--- src/rtl/fpu_pkg.sv ---
// Shared types for the FPU multiplier arbiter: FSM encoding, multiplier
// error codes and the canonical quiet NaN returned on a watchdog expiry.
package fpu_pkg;

  typedef enum logic [2:0] {
    ST_IDLE  = 3'd0,
    ST_MRST  = 3'd1,
    ST_ISSUE = 3'd2,
    ST_WAIT  = 3'd3,
    ST_RESP  = 3'd4
  } fpu_state_e;

  typedef enum logic [2:0] {
    ERR_NONE      = 3'b000,
    ERR_NAN       = 3'b001,
    ERR_OVERFLOW  = 3'b010,
    ERR_UNDERFLOW = 3'b011,
    ERR_DIV0      = 3'b100,
    ERR_TIMEOUT   = 3'b101
  } fpu_err_e;

  localparam logic [31:0] CANON_NAN = 32'h7FC0_0000;

endpackage

--- src/rtl/rr_arbiter.sv ---
// Combinational round-robin arbiter: the search starts one past last_grant
// and wraps modulo NREQ; outputs a one-hot grant plus its binary index.
module rr_arbiter #(
  parameter int NREQ = 4,
  parameter int IW   = $clog2(NREQ)
) (
  input  logic [NREQ-1:0] req_valid,
  input  logic [IW-1:0]   last_grant,
  output logic [NREQ-1:0] grant,
  output logic [IW-1:0]   grant_idx,
  output logic            grant_any
);

  int            cand;
  logic [IW-1:0] cand_idx;

  always_comb begin
    grant     = '0;
    grant_idx = '0;
    grant_any = 1'b0;
    cand      = 0;
    cand_idx  = '0;
    for (int k = 1; k <= NREQ; k++) begin
      cand     = (int'(last_grant) + k) % NREQ;
      cand_idx = IW'(cand);
      if (!grant_any && req_valid[cand_idx]) begin
        grant_any       = 1'b1;
        grant[cand_idx] = 1'b1;
        grant_idx       = cand_idx;
      end
    end
  end

endmodule

--- src/rtl/fpu_mul_arb.sv ---
// Shares one multiplier between NREQ requesters: one operation in flight,
// round-robin accept, multiplier reset/start sequencing and a watchdog.
module fpu_mul_arb
  import fpu_pkg::*;
#(
  parameter int NREQ    = 4,
  parameter int TIMEOUT = 128
) (
  input  logic              clk,
  input  logic              rst,
  input  logic [NREQ-1:0]   req_valid,
  output logic [NREQ-1:0]   req_ready,
  input  logic [NREQ*32-1:0] req_a,
  input  logic [NREQ*32-1:0] req_b,
  output logic [NREQ-1:0]   resp_valid,
  input  logic [NREQ-1:0]   resp_ready,
  output logic [31:0]       resp_z,
  output logic [2:0]        resp_err,
  output logic              busy,
  output logic              mul_rst,
  output logic              mul_start,
  output logic [31:0]       mul_a,
  output logic [31:0]       mul_b,
  input  logic [31:0]       mul_z,
  input  logic [2:0]        mul_err,
  input  logic              mul_done,
  output fpu_state_e        dbg_state
);

  // Handshakes: a request transfers on a cycle where req_valid[i] and
  // req_ready[i] are both high (ready only in IDLE, one bit at most); a
  // result transfers when resp_valid[owner] and resp_ready[owner] are high.

  localparam int         IW      = $clog2(NREQ);
  // The watchdog register reaches TIMEOUT-1 on the same edge that enters RESP.
  localparam logic [7:0] WD_LAST = 8'(TIMEOUT - 2);

  fpu_state_e      state, state_nx;
  logic [IW-1:0]   last_grant;
  logic [IW-1:0]   owner;
  logic [IW-1:0]   grant_idx;
  logic [NREQ-1:0] grant;
  logic            grant_any;
  logic [7:0]      wdog;
  logic            rst_q;
  logic            accept;
  logic            done_hit;
  logic            tmo_hit;

  rr_arbiter #(
    .NREQ(NREQ),
    .IW  (IW)
  ) u_arb (
    .req_valid (req_valid),
    .last_grant(last_grant),
    .grant     (grant),
    .grant_idx (grant_idx),
    .grant_any (grant_any)
  );

  assign accept    = (state == ST_IDLE) && grant_any && !rst;
  assign done_hit  = (state == ST_WAIT) && mul_done;
  assign tmo_hit   = (state == ST_WAIT) && !mul_done && (wdog == WD_LAST);
  assign busy      = (state != ST_IDLE);
  assign mul_rst   = rst || rst_q || (state == ST_MRST);
  assign dbg_state = state;

  always_ff @(posedge clk) begin
    if (rst) begin
      state <= ST_IDLE;
      rst_q <= 1'b1;
    end else begin
      state <= state_nx;
      rst_q <= 1'b0;
    end
  end

  always_comb begin
    state_nx   = state;
    req_ready  = '0;
    resp_valid = '0;
    mul_start  = 1'b0;
    case (state)
      ST_IDLE: begin
        if (grant_any && !rst) begin
          req_ready = grant;
          state_nx  = ST_MRST;
        end
      end
      ST_MRST:  state_nx = ST_ISSUE;
      ST_ISSUE: begin
        mul_start = 1'b1;
        state_nx  = ST_WAIT;
      end
      ST_WAIT: begin
        if (done_hit || tmo_hit) state_nx = ST_RESP;
      end
      ST_RESP: begin
        resp_valid[owner] = 1'b1;
        if (resp_ready[owner]) state_nx = ST_IDLE;
      end
      default: state_nx = ST_IDLE;
    endcase
  end

  always_ff @(posedge clk) begin
    if (rst) begin
      last_grant <= IW'(NREQ - 1);
      owner      <= '0;
      mul_a      <= '0;
      mul_b      <= '0;
      wdog       <= '0;
      resp_z     <= '0;
      resp_err   <= '0;
    end else begin
      if (accept) begin
        last_grant <= grant_idx;
        owner      <= grant_idx;
        mul_a      <= req_a[32*grant_idx +: 32];
        mul_b      <= req_b[32*grant_idx +: 32];
      end
      if (state == ST_ISSUE) begin
        wdog <= '0;
      end else if (state == ST_WAIT) begin
        wdog <= wdog + 8'd1;
      end
      // A completion in the expiry cycle takes priority over the timeout.
      if (done_hit) begin
        resp_z   <= mul_z;
        resp_err <= mul_err;
      end else if (tmo_hit) begin
        resp_z   <= CANON_NAN;
        resp_err <= ERR_TIMEOUT;
      end
    end
  end

endmodule

--- config.mk ---
export PLATFORM = sky130hd
export DESIGN_NAME = fpu_mul_arb
export DESIGN_NICKNAME = d
export VERILOG_FILES = /design/src/rtl/fpu_pkg.sv /design/src/rtl/rr_arbiter.sv /design/src/rtl/fpu_mul_arb.sv
export SDC_FILE = /design/constraint.sdc
export NUM_CORES = 1
export LEC_CHECK = 0
export ABC_AREA = 1
export ABC_CLOCK_PERIOD_IN_PS = 3500
export BUFFER_PORTS_ARGS = -buffer_cell sky130_fd_sc_hd__buf_2
export CAP_MARGIN = 20
export CORE_AREA = 5 5 157 159
export CTS_CLUSTER_DIAMETER = 200
export DETAILED_ROUTE_END_ITERATION = 6
export DIE_AREA = 0 0 162 164
export GPL_ROUTABILITY_DRIVEN = 1
export MAX_ROUTING_LAYER = met4
export SLEW_MARGIN = 20
export SYNTH_ARGS = -nofsm -noshare
export SYNTH_HDL_FRONTEND = slang
export SYNTH_SLANG_ARGS = --single-unit
--- constraint.sdc ---
create_clock -name clk -period 3.5 [get_ports clk]
set_input_delay 0.525 -clock clk [delete_from_list [all_inputs] [get_ports clk]]
set_output_delay 0.525 -clock clk [all_outputs]
set_load 0.005 [all_outputs]
==> out/metrics.cfg, run 1 <==
[outcome]
outcome = finished clean

[timing]
grt_setup_unrepaired = false
fmaxAchievable_mhz = 316
worstMarginPinSlew_ns = 0.887
worst_clock_skew_ns = 0.0107
finalSetupViolations = 0
hold_viol = 0
post-route-period-util = 0.903
final.setup.tns_ns = 0
fin_crit_ns = 3.16
maxSlewHeadroom = 0.409
maxSlewViolCount = 0

[global_routing]
met1_usage = 0.255
top_usage_layer = met2
antenna_found_initial = 1
grt-ovfl-total = 0
globalRouteMet2Util = 0.369
grt_max_degree = 92
grt_usage = 0.214
gr-usage-met3 = 0.0437
grt_pass1_vias = 8609
grt_pass1_wl_um = 44400

[power]
irDropWorstVdd_v = 0.000648
p_int_mw = 4.89
p_sw_mw = 5.29
power.leakage_nw = 5.62
clkPwrFrac = 0.171
comb_power_share = 0.636
pwr-share-seq = 0.193
power.density_nw_per_um2 = 1020
swShare = 0.520

[synth]
syn_inst = 1183
yosys_warnings = 0
ys_ff_latch = 115
synthFlopType = dfxtp_1
synth_edf_count = 0
syn_area_per_cell_um2 = 6.05
synth_area_um2 = 7160
syn_nets = 1495
async_flop_share = 0
synth_cell_types = 34
synth.yosys.seq_area_share = 0.322

[clocking]
cts_root_buf = clkbuf_16
clock_path_buffers = 2
clock_latency_ns = 0.42
cts_setup_buffers = 0
cts.htree.levels = 4
cts.clk_slew.worst_paths_ns = 0.06
numCtsBuffers = 17
cts_tree = yes
cts_sinks = 115

[route]
vias = 8818
drtIter0Drc = 491
routed_via_density = 4.75
drt_first_pass_iters = 5
drc = 0
ant_nets = 0
drt-total-wl_um = 29100
wl_per_cell_um = 15.7

[die]
start_util = 0.310
die_w_um = 162
die_area_um2 = 26600
ioPinCount = 415
core_area_um2 = 23100
die-height_um = 164
rows = 56

[worst_setup_path]
crit_family = buffers and inverters
worstPathCellList = inv_1, ha_1, nand3_1, nand2_4, inv_4, nand4_2, nand3_4, buf_6, inv_2, nand2_1, inv_1, buf_2
cp.required_ns = 2.97
worstRegToRegCells = 14
cp_data_arrival_time_ns = 2.64
cp_max_fo = 30
slowest_stage = dfxtp_2
crit_cells = 12
crit_top_cell = inv_1
cp-start-kind = register
cpPeakStageDelay_ns = 0.43
endpoint_kind = primary output
crit_type = reg -> out
crit_buf_inv = 6

[finish]
nets = 1866
final_cell_mix = buf_2, nand2_1, nand3_1
fin_util = 0.431
layout-drive-gt1-share = 0.316
multiInputGateArea_um2 = 3950
nFillCells = 2509
seq_area_um2 = 2300
final_common_cell = buf_2
syn_to_final_growth_pct = 39.2

[place]
port_buffers = 414
gp_congestion = 0.873
hpwl_um = 21600

[job]
maxCapViolations = 0

[hold_path]
hold-path-cell-count = 3
worstHoldPathType = in -> reg

[area by class of cell]
cell class	count	share of cell area
diodes	1	0.000251
inverters	134	0.0510
well taps	290	0.0364
clock inverters	15	0.0163
flip-flops and latches	115	0.231
multi-input cells	855	0.396
clock buffers	17	0.0427
repair buffers	431	0.226
[worst register-to-register path, stage by stage, from the launching register on]
cell and delay, ns:
dfxtp_2 0.43, inv_1 0.15, ha_1 0.37, nand3_1 0.16, nand2_4 0.13, inv_4 0.06, nand4_2 0.11, nand2_1 0.08
nand2_2 0.09, buf_4 0.64, nand3_1 0.21, nand3_1 0.14, nand2_1 0.06, nand2_1 0.08, nand2_1 0.05
[logic make-up (layout without fill, tap and decap cells)]
logic type                 Yosys count  count (layout)  share of synthesized area
and+or+nand+nor                    777             777                      0.475
buffers and inverters              213             597                      0.129
DFF                                115             115                      0.322
AOI/OAI and AO/OA                   65              65                     0.0529
adders and majority gates           10              10                     0.0175
xor gates and xnor gates             3               3                    0.00367
other                                0               1                          0
[path summary, 6_finish.rpt]
kind | start | slack, ns | to
worst min-delay path | mul_z[10] | 0.38 | resp_z[10]
worst min register to register | resp_z[16] | 0.46 | resp_z[16]
worst max-delay path | last_grant[1] | 0.34 | req_ready[3]
worst max register to register | last_grant[1] | 0.65 | mul_a[27]
[state kept, by name (all words and copies together), names as in the netlist]
register    flops
wdog            8
dbg_state       3
mul_a          32
last_grant      2
rst_q           1
resp_z         32
owner           2
mul_b          32
resp_err        3
[power by group through the flow]
stage / combinational, mW / sequential (mW) / clock (mW)
2_1_floorplan: 4.79 / 1.98 / 0
3_3_place_gp: 6.49 / 1.98 / 0
3_5_place_dp: 6.56 / 1.99 / 0
4_1_cts: 6.57 / 1.96 / 1.80
5_1_grt: 7.33 / 2.01 / 1.86
6_report: 6.48 / 1.96 / 1.74
[what timing repair did]
item	4_1_cts	5_1_grt
hold buffers	0	0
endpoints found under the setup margin	0	4
gates resized for setup	0	2
[cell usage after synthesis (2+ instances only)]
cell type	count	area, um^2
buf_2	26	130
buf_4	12	90.1
nand2_2	7	43.8
nand3_2	2	20.0
or2_2	6	37.5
clkinv_1	2	7.51
xor2_1	3	26.3
nand2_4	3	33.8
inv_1	124	465
buf_6	6	67.6
dfxtp_1	115	2300
o221ai_1	11	96.3
nor2_4	2	22.5
clkbuf_1	30	113
nor2_1	106	398
o21ai_0	10	50.1
nand4_1	3	18.8
inv_2	6	22.5
nand3_1	267	1340
nand2_1	357	1340
buf_1	5	18.8
a31oi_1	2	12.5
inv_4	2	12.5
nor3_1	6	30.0
or2_1	14	87.6
o22ai_1	4	25.0
ha_1	10	125
a21oi_1	36	180
[through the flow]
stage | cells | instance area [um^2] | power [mW] | setup slack (ns) | hold WS [ns]
finish | 1858 | 9970 | 10.2 | 0.340 | 0.377
detailed placement | 1825 | 9370 | 8.55 | 0.488 | 0.449
global placement | 1825 | 9370 | 8.47 | 0.557 | 0.446
floorplan | 1183 | 7160 | 6.77 | 1.04 | 0.443
CTS | 1857 | 9960 | 10.3 | 0.0883 | 0.355
global route | 1858 | 9970 | 11.2 | 0.119 | 0.368
[routing by layer]
layer	vias up	routed length, um	share of wire
met4	0	633	0.022
met1	3918	12200	0.42
met2	366	14200	0.49
met5	-	0	0
li1	4495	-	-
met3	39	2050	0.070
Note: power is estimated with default switching activity, not from simulation.
==> run 2: changes to the inputs <==
Settings changed: ABC_AREA 1 to default, CORE_AREA 5 5 157 159 to 5 5 156 158, DIE_AREA 0 0 162 164 to 0 0 161 163.
==> run 2 against run 1 <==
Register-to-register slack got worse by 0.38 ns. Maximum frequency decreased by 5.6%. Synthesized cell count fell by 42%. Global-route usage is 1.2 points lower. First-iteration DRC count is 2.0% lower. Count of clock-buffer cells in the layout rose by 2. Clock power rose by 7%. Critical path depth fell by 2. Worst hold slack lost 0.026 ns. Via count decreased by 16%. Sequential share of layout area grew 0.71 points. Critical path type unchanged. Largest cell class unchanged.
==> out/metrics.cfg, run 2 <==
[place]
post-place-cells = 1340  ; -27%
hpwl_um = 20000  ; -7.4%
pre_cts_slack_ns = 0.0379  ; -0.450 ns
gp_congestion = 0.906  ; +3.8%
dpl_cell_area_um2 = 8980  ; -4.2%
port_buffers = 414  ; unchanged

[synth]
post-synth-top-area-fraction = 0.350  ; +0.0281
syn_nets = 1004  ; -33%
synth_cell_types = 41  ; +21%
synth_area_um2 = 6590  ; -8.0%
syn_inst = 692  ; -42%
yosys_warnings = 0  ; unchanged
synth_top_area_cell = dfxtp_1
synth.most_common_cell = dfxtp_1
syn_area_per_cell_um2 = 9.52  ; +57%
synth_area_leaders = dfxtp_1, mux4_2, a221oi_1, and3_1, clkbuf_1
synthFlopType = dfxtp_1
ys_ff_latch = 115  ; unchanged
synth.yosys.seq_area_share = 0.350  ; +0.0281
synth_edf_count = 0  ; unchanged
async_flop_share = 0  ; unchanged
ys_top_cells_by_count = dfxtp_1, clkbuf_1, a221oi_1

[timing]
worst_clock_skew_ns = 0.0177  ; +0.00705 ns
worstMarginPinSlew_ns = 0.872  ; -0.0153 ns
fmaxAchievable_mhz = 299  ; -5.6%
hold_ws_ns = 0.351  ; -0.0261 ns
maxSlewViolCount = 0  ; unchanged
finalSetupViolations = 0  ; unchanged
post-route-period-util = 0.957  ; +0.0541
setup_slack_ns = 0.150  ; -0.189 ns
fin_crit_ns = 3.35  ; +0.189 ns
hold_viol = 0  ; unchanged
maxSlewHeadroom = 0.419  ; +0.0102

[finish]
seq_area_um2 = 2300  ; about the same
final_common_cell = buf_2
top_regs = mul_a x32, mul_b x32, resp_z x32
nFillCells = 2362  ; -5.9%
multiInputGateArea_um2 = 4010  ; +1.5%
layout-drive-gt1-share = 0.482  ; +0.167
fin_area_um2 = 9670  ; -3.0%
final_cells = 1375  ; -26%
final_cell_mix = buf_2, dfxtp_1, a221oi_1
syn_to_final_growth_pct = 46.8
nets = 1383  ; -26%

[worst_setup_path]
reg2reg_slack_ns = 0.27  ; -0.38 ns
cp-start-kind = register
worstPathCellList = inv_1, ha_1, buf_4, mux4_2, buf_4, nor4_1, buf_4, or3_2, nor2_1, buf_2
crit_type = reg -> out
slowest_stage = or3_2
cp_data_arrival_time_ns = 2.82  ; +0.18 ns
crit_top_cell = buf_4
cp_max_fo = 11  ; -63%
cpPeakStageDelay_ns = 0.54  ; +0.11 ns
cp.required_ns = 2.97  ; about the same
endpoint_kind = primary output

[global_routing]
grt_usage = 0.202  ; -0.0125
grt_pass1_wl_um = 41000  ; -7.8%
grt-ovfl-total = 0  ; unchanged
top_usage_layer = met2
grt_pass1_vias = 7367  ; -14%
grt_max_degree = 67  ; -27%
antenna_found_initial = 1  ; unchanged
gr-usage-met3 = 0.0463  ; +0.00265
globalRouteMet2Util = 0.317  ; -0.0525
met1_usage = 0.259  ; +0.00366

[power]
power.density_nw_per_um2 = 830  ; -19%
power.leakage_nw = 4.68  ; -17%
irDropWorstVdd_v = 0.000316  ; -51%

[clocking]
holdBufCountCts = 0  ; unchanged
cts_tree = yes
cts.htree.levels = 4  ; unchanged
cts_root_buf = clkbuf_16
cts.repair.resized = 0  ; unchanged
cts_sinks = 115  ; unchanged
numCtsBuffers = 17  ; unchanged
cts_setup_buffers = 0  ; unchanged
cts.clk_slew.worst_paths_ns = 0.06  ; about the same
clock_path_buffers = 2  ; unchanged
clock_latency_ns = 0.42  ; about the same

[route]
wl_per_cell_um = 20.2  ; +29%
drt-total-wl_um = 27800  ; -4.6%
ant_nets = 0  ; unchanged
drtIter0Drc = 481  ; -2.0%
vias = 7395  ; -16%
drt_first_pass_iters = 5  ; unchanged
routed_via_density = 5.38  ; +13%
drc = 0  ; unchanged

[hold_path]
worstHoldPathType = in -> reg

[die]
core_area_um2 = 23000  ; -0.61%
die-height_um = 163  ; -0.61%
die_w_um = 161  ; -0.62%
start_util = 0.287  ; -0.0232
die_area_um2 = 26200  ; -1.2%
rows = 56  ; unchanged
ioPinCount = 415  ; unchanged

[job]
maxCapViolations = 0  ; unchanged

[outcome]
outcome = finished clean

==> run 2: logic make-up after synthesis <==
group	count (synthesis)	synth area share
AOI/OAI and AO/OA	194	0.230
adders and majority gates	10	0.0190
muxes	38	0.126
buffers and inverters	90	0.0566
and+or+nand+nor	240	0.212
xor gates and xnor gates	5	0.00665
DFF	115	0.350
==> run 2: power by group <==
group | total (mW) | switching [mW] | internal (mW) | leakage (nW)
logic | 4.40 | 2.35 | 2.05 | 3.44
registers | 1.76 | 0.152 | 1.61 | 0.943
clock network | 1.86 | 0.694 | 1.17 | 0.297
total | 8.02 | 3.19 | 4.83 | 4.68
==> run 2: per-stage QoR <==
stage | setup TNS (ns) | utilization | total power, mW
after floorplan | 0 | - | 4.73
after global placement | 0 | 0.391 | 6.03
after detailed placement | 0 | 0.391 | 6.09
after CTS | 0 | 0.418 | 8.01
after global routing | -0.00462 | 0.421 | 8.60
final | 0 | 0.421 | 8.02
==> run 2: layout make-up <==
cell class | count | share of cell area
diodes | 1 | 0.000259
clock buffers | 19 | 0.0469
clock inverters | 13 | 0.0180
inverters | 8 | 0.00311
multi-input cells | 489 | 0.415
flip-flops and latches | 115 | 0.238
well taps | 290 | 0.0375
repair buffers | 440 | 0.241
==> run 2: routing by layer <==
layer  vias to the layer above  share of wire
met5                         -              0
li1                       3479              -
met2                       338           0.48
met4                         0          0.022
met1                      3548           0.43
met3                        30          0.069
==> run 2: worst paths after layout <==
path | startpoint | to | cells after the start
worst max-delay path | last_grant[0] | req_ready[2] | 10
worst min-delay path | mul_z[16] | resp_z[16] | 3
worst max register to register | last_grant[0] | mul_b[20] | 7
worst min register to register | mul_b[26] | mul_b[26] | 2
==> run 2: critical path: cells and delay by family (launching register included) <==
kind	cells	cell delay, ns
adders and majority gates	1	0.33
buffers and inverters	5	0.71
DFF	1	0.33
muxes	1	0.29
and+or+nand+nor	3	0.76
==> run 3: changes to the inputs <==
Settings changed: ABC_CLOCK_PERIOD_IN_PS 3500 to 3200, CORE_AREA 5 5 156 158 to 5 5 157 159, DIE_AREA 0 0 161 163 to 0 0 162 164, RECOVER_POWER from default to 50.
Clock period 3.5 ns to 3.2 ns, I/O delays scaled along.
==> run 3 against run 2 <==
Setup slack got worse by 0.0057 ns. Non-clock buffer count shrank 1. Via count fell by 2.5%. Clock skew fell by 0.0038 ns. Critical path depth is 1 lower. Sequential share of layout area grew 0.17 points. Core utilization shrank 0.54 points. Register-to-register slack worse by 0.06 ns. Routed wire length is 3.5% lower. Power increased by 8.6%. Count of clock-buffer cells in the layout is the same. Critical path type unchanged.
==> out/metrics.cfg, run 3 (same netlist as run 2, synthesis figures left out) <==
[outcome]
outcome = finished clean

[finish]
top_regs = mul_a x32, mul_b x32, resp_z x32
seq_area_um2 = 2300  ; about the same
layout-drive-gt1-share = 0.406  ; -0.0764
fin_util = 0.415  ; -0.00536
syn_to_final_growth_pct = 45.8
final_common_cell = buf_2
final_cell_mix = buf_2, dfxtp_1, clkbuf_1
multiInputGateArea_um2 = 4010  ; about the same
nets = 1380  ; -0.22%
nFillCells = 2392  ; +1.3%

[timing]
maxSlewHeadroom = 0.0835  ; -0.335
fin_crit_ns = 3.06
final.setup.tns_ns = 0  ; unchanged
post-route-period-util = 0.955
finalSetupViolations = 0  ; unchanged
maxSlewViolCount = 0  ; unchanged
fmaxAchievable_mhz = 327
worst_clock_skew_ns = 0.0139  ; -0.00384 ns
hold_viol = 0  ; unchanged
worstMarginPinSlew_ns = 1.37  ; +0.503 ns

[route]
drc = 0  ; unchanged
vias = 7213  ; -2.5%
drt-total-wl_um = 26800  ; -3.5%
drt_first_pass_iters = 4  ; -1
routed_via_density = 5.25  ; -2.3%
wl_per_cell_um = 19.5  ; -3.3%
drtIter0Drc = 361  ; -25%
ant_nets = 0  ; unchanged

[global_routing]
grt_pass1_wl_um = 39300  ; -4.1%
grt_usage = 0.193  ; -0.00893
grt_max_degree = 67  ; unchanged
globalRouteMet2Util = 0.313  ; -0.00322
gr-usage-met3 = 0.0467  ; +0.000358
top_usage_layer = met2
grt_pass1_vias = 7121  ; -3.3%
met1_usage = 0.242  ; -0.0167
antenna_found_initial = 2  ; +1
grt-ovfl-total = 0  ; unchanged

[clocking]
cts_tree = yes
clock_latency_ns = 0.41  ; about the same
cts_sinks = 115  ; unchanged
cts_setup_buffers = 0  ; unchanged
numCtsBuffers = 17  ; unchanged
cts.clk_slew.worst_paths_ns = 0.06  ; about the same
cts_root_buf = clkbuf_16
holdBufCountCts = 0  ; unchanged
cts.htree.levels = 4  ; unchanged
clock_path_buffers = 2  ; unchanged

[place]
port_buffers = 414  ; unchanged
hpwl_um = 20100  ; +0.41%
gp_congestion = 0.861  ; -4.9%

[worst_setup_path]
crit_type = reg -> out
endpoint_kind = primary output
cp_data_arrival_time_ns = 2.58  ; -0.24 ns
cp-start-kind = register
cp.required_ns = 2.72  ; -0.25 ns
cp_max_fo = 6  ; -5

[die]
ioPinCount = 415  ; unchanged
rows = 56  ; unchanged
core_area_um2 = 23100  ; +0.61%
die_area_um2 = 26600  ; +1.2%
die_w_um = 162  ; +0.62%
die-height_um = 164  ; +0.61%
start_util = 0.285  ; -0.00174

[hold_path]
worstHoldPathType = in -> reg

[power]
power.leakage_nw = 4.34  ; -7.1%
power.density_nw_per_um2 = 908  ; +9.3%
irDropWorstVdd_v = 0.000456  ; +44%

[job]
maxCapViolations = 0  ; unchanged

==> run 3: cell count changes in the layout (fill, tap and decap cells not counted), moves of 5 or more <==
cell / before / now
buf_12: 5 / 10
buf_2: 413 / 330
buf_4: 22 / 14
clkbuf_1: 0 / 85
==> run 3: layout make-up <==
cell class | instances | share of cell area
multi-input cells | 487 | 0.417
flip-flops and latches | 115 | 0.240
repair buffers | 439 | 0.237
clock buffers | 19 | 0.0461
well taps | 290 | 0.0378
clock inverters | 13 | 0.0180
inverters | 8 | 0.00313
diodes | 2 | 0.000521
==> run 3: path summary, 6_finish.rpt <==
check	start	endpoint	slack (ns)	cells past startpoint
setup / recovery	last_grant[1]	req_ready[1]	0.14	9
hold / removal	mul_z[8]	resp_z[8]	0.32	3
setup reg to reg	last_grant[0]	mul_a[31]	0.21	7
hold reg to reg	wdog[7]	wdog[7]	0.49	2
==> run 3: where the power goes <==
part,total (mW),leakage [nW],switching (mW),internal (mW)
clock network,1.99,0.287,0.730,1.26
registers,1.93,0.943,0.172,1.76
logic,4.80,3.11,2.51,2.28
total,8.71,4.34,3.41,5.30
==> run 3: critical path, cell delays in order (launching register included) <==
cell and delay (ns):
dfxtp_1 0.33, inv_1 0.08, ha_4 0.30, mux4_2 0.59, nor2b_2 0.22, a22oi_1 0.17
nor2_1 0.08, a221oi_2 0.21, nor2_1 0.06, buf_2 0.14
==> run 3: routing by layer <==
| layer | vias up | wire (um) |
|---|---|---|
| li1 | 3474 | - |
| met1 | 3458 | 11300 |
| met2 | 270 | 13300 |
| met3 | 11 | 1830 |
| met4 | 0 | 308 |
| met5 | - | 0 |
==> run 3: metrics by stage <==
stage | hold slack [ns] | setup WS [ns] | total power, mW | cell area, um^2 | instances
after floorplan | 0.458 | 0.00468 | 5.19 | 6610 | 692
after global placement | 0.469 | 0.204 | 6.77 | 9040 | 1339
after detailed placement | 0.470 | 0.143 | 6.82 | 9040 | 1339
after CTS | 0.296 | 0.0505 | 8.90 | 9700 | 1371
after global routing | 0.303 | -0.0134 | 9.36 | 9600 | 1373
final | 0.316 | 0.145 | 8.71 | 9600 | 1373
==> run 3: what timing repair did <==
item	4_1_cts	5_1_grt
resized for setup	5	3
pin swaps	0	1
endpoints found under the setup margin	4	4
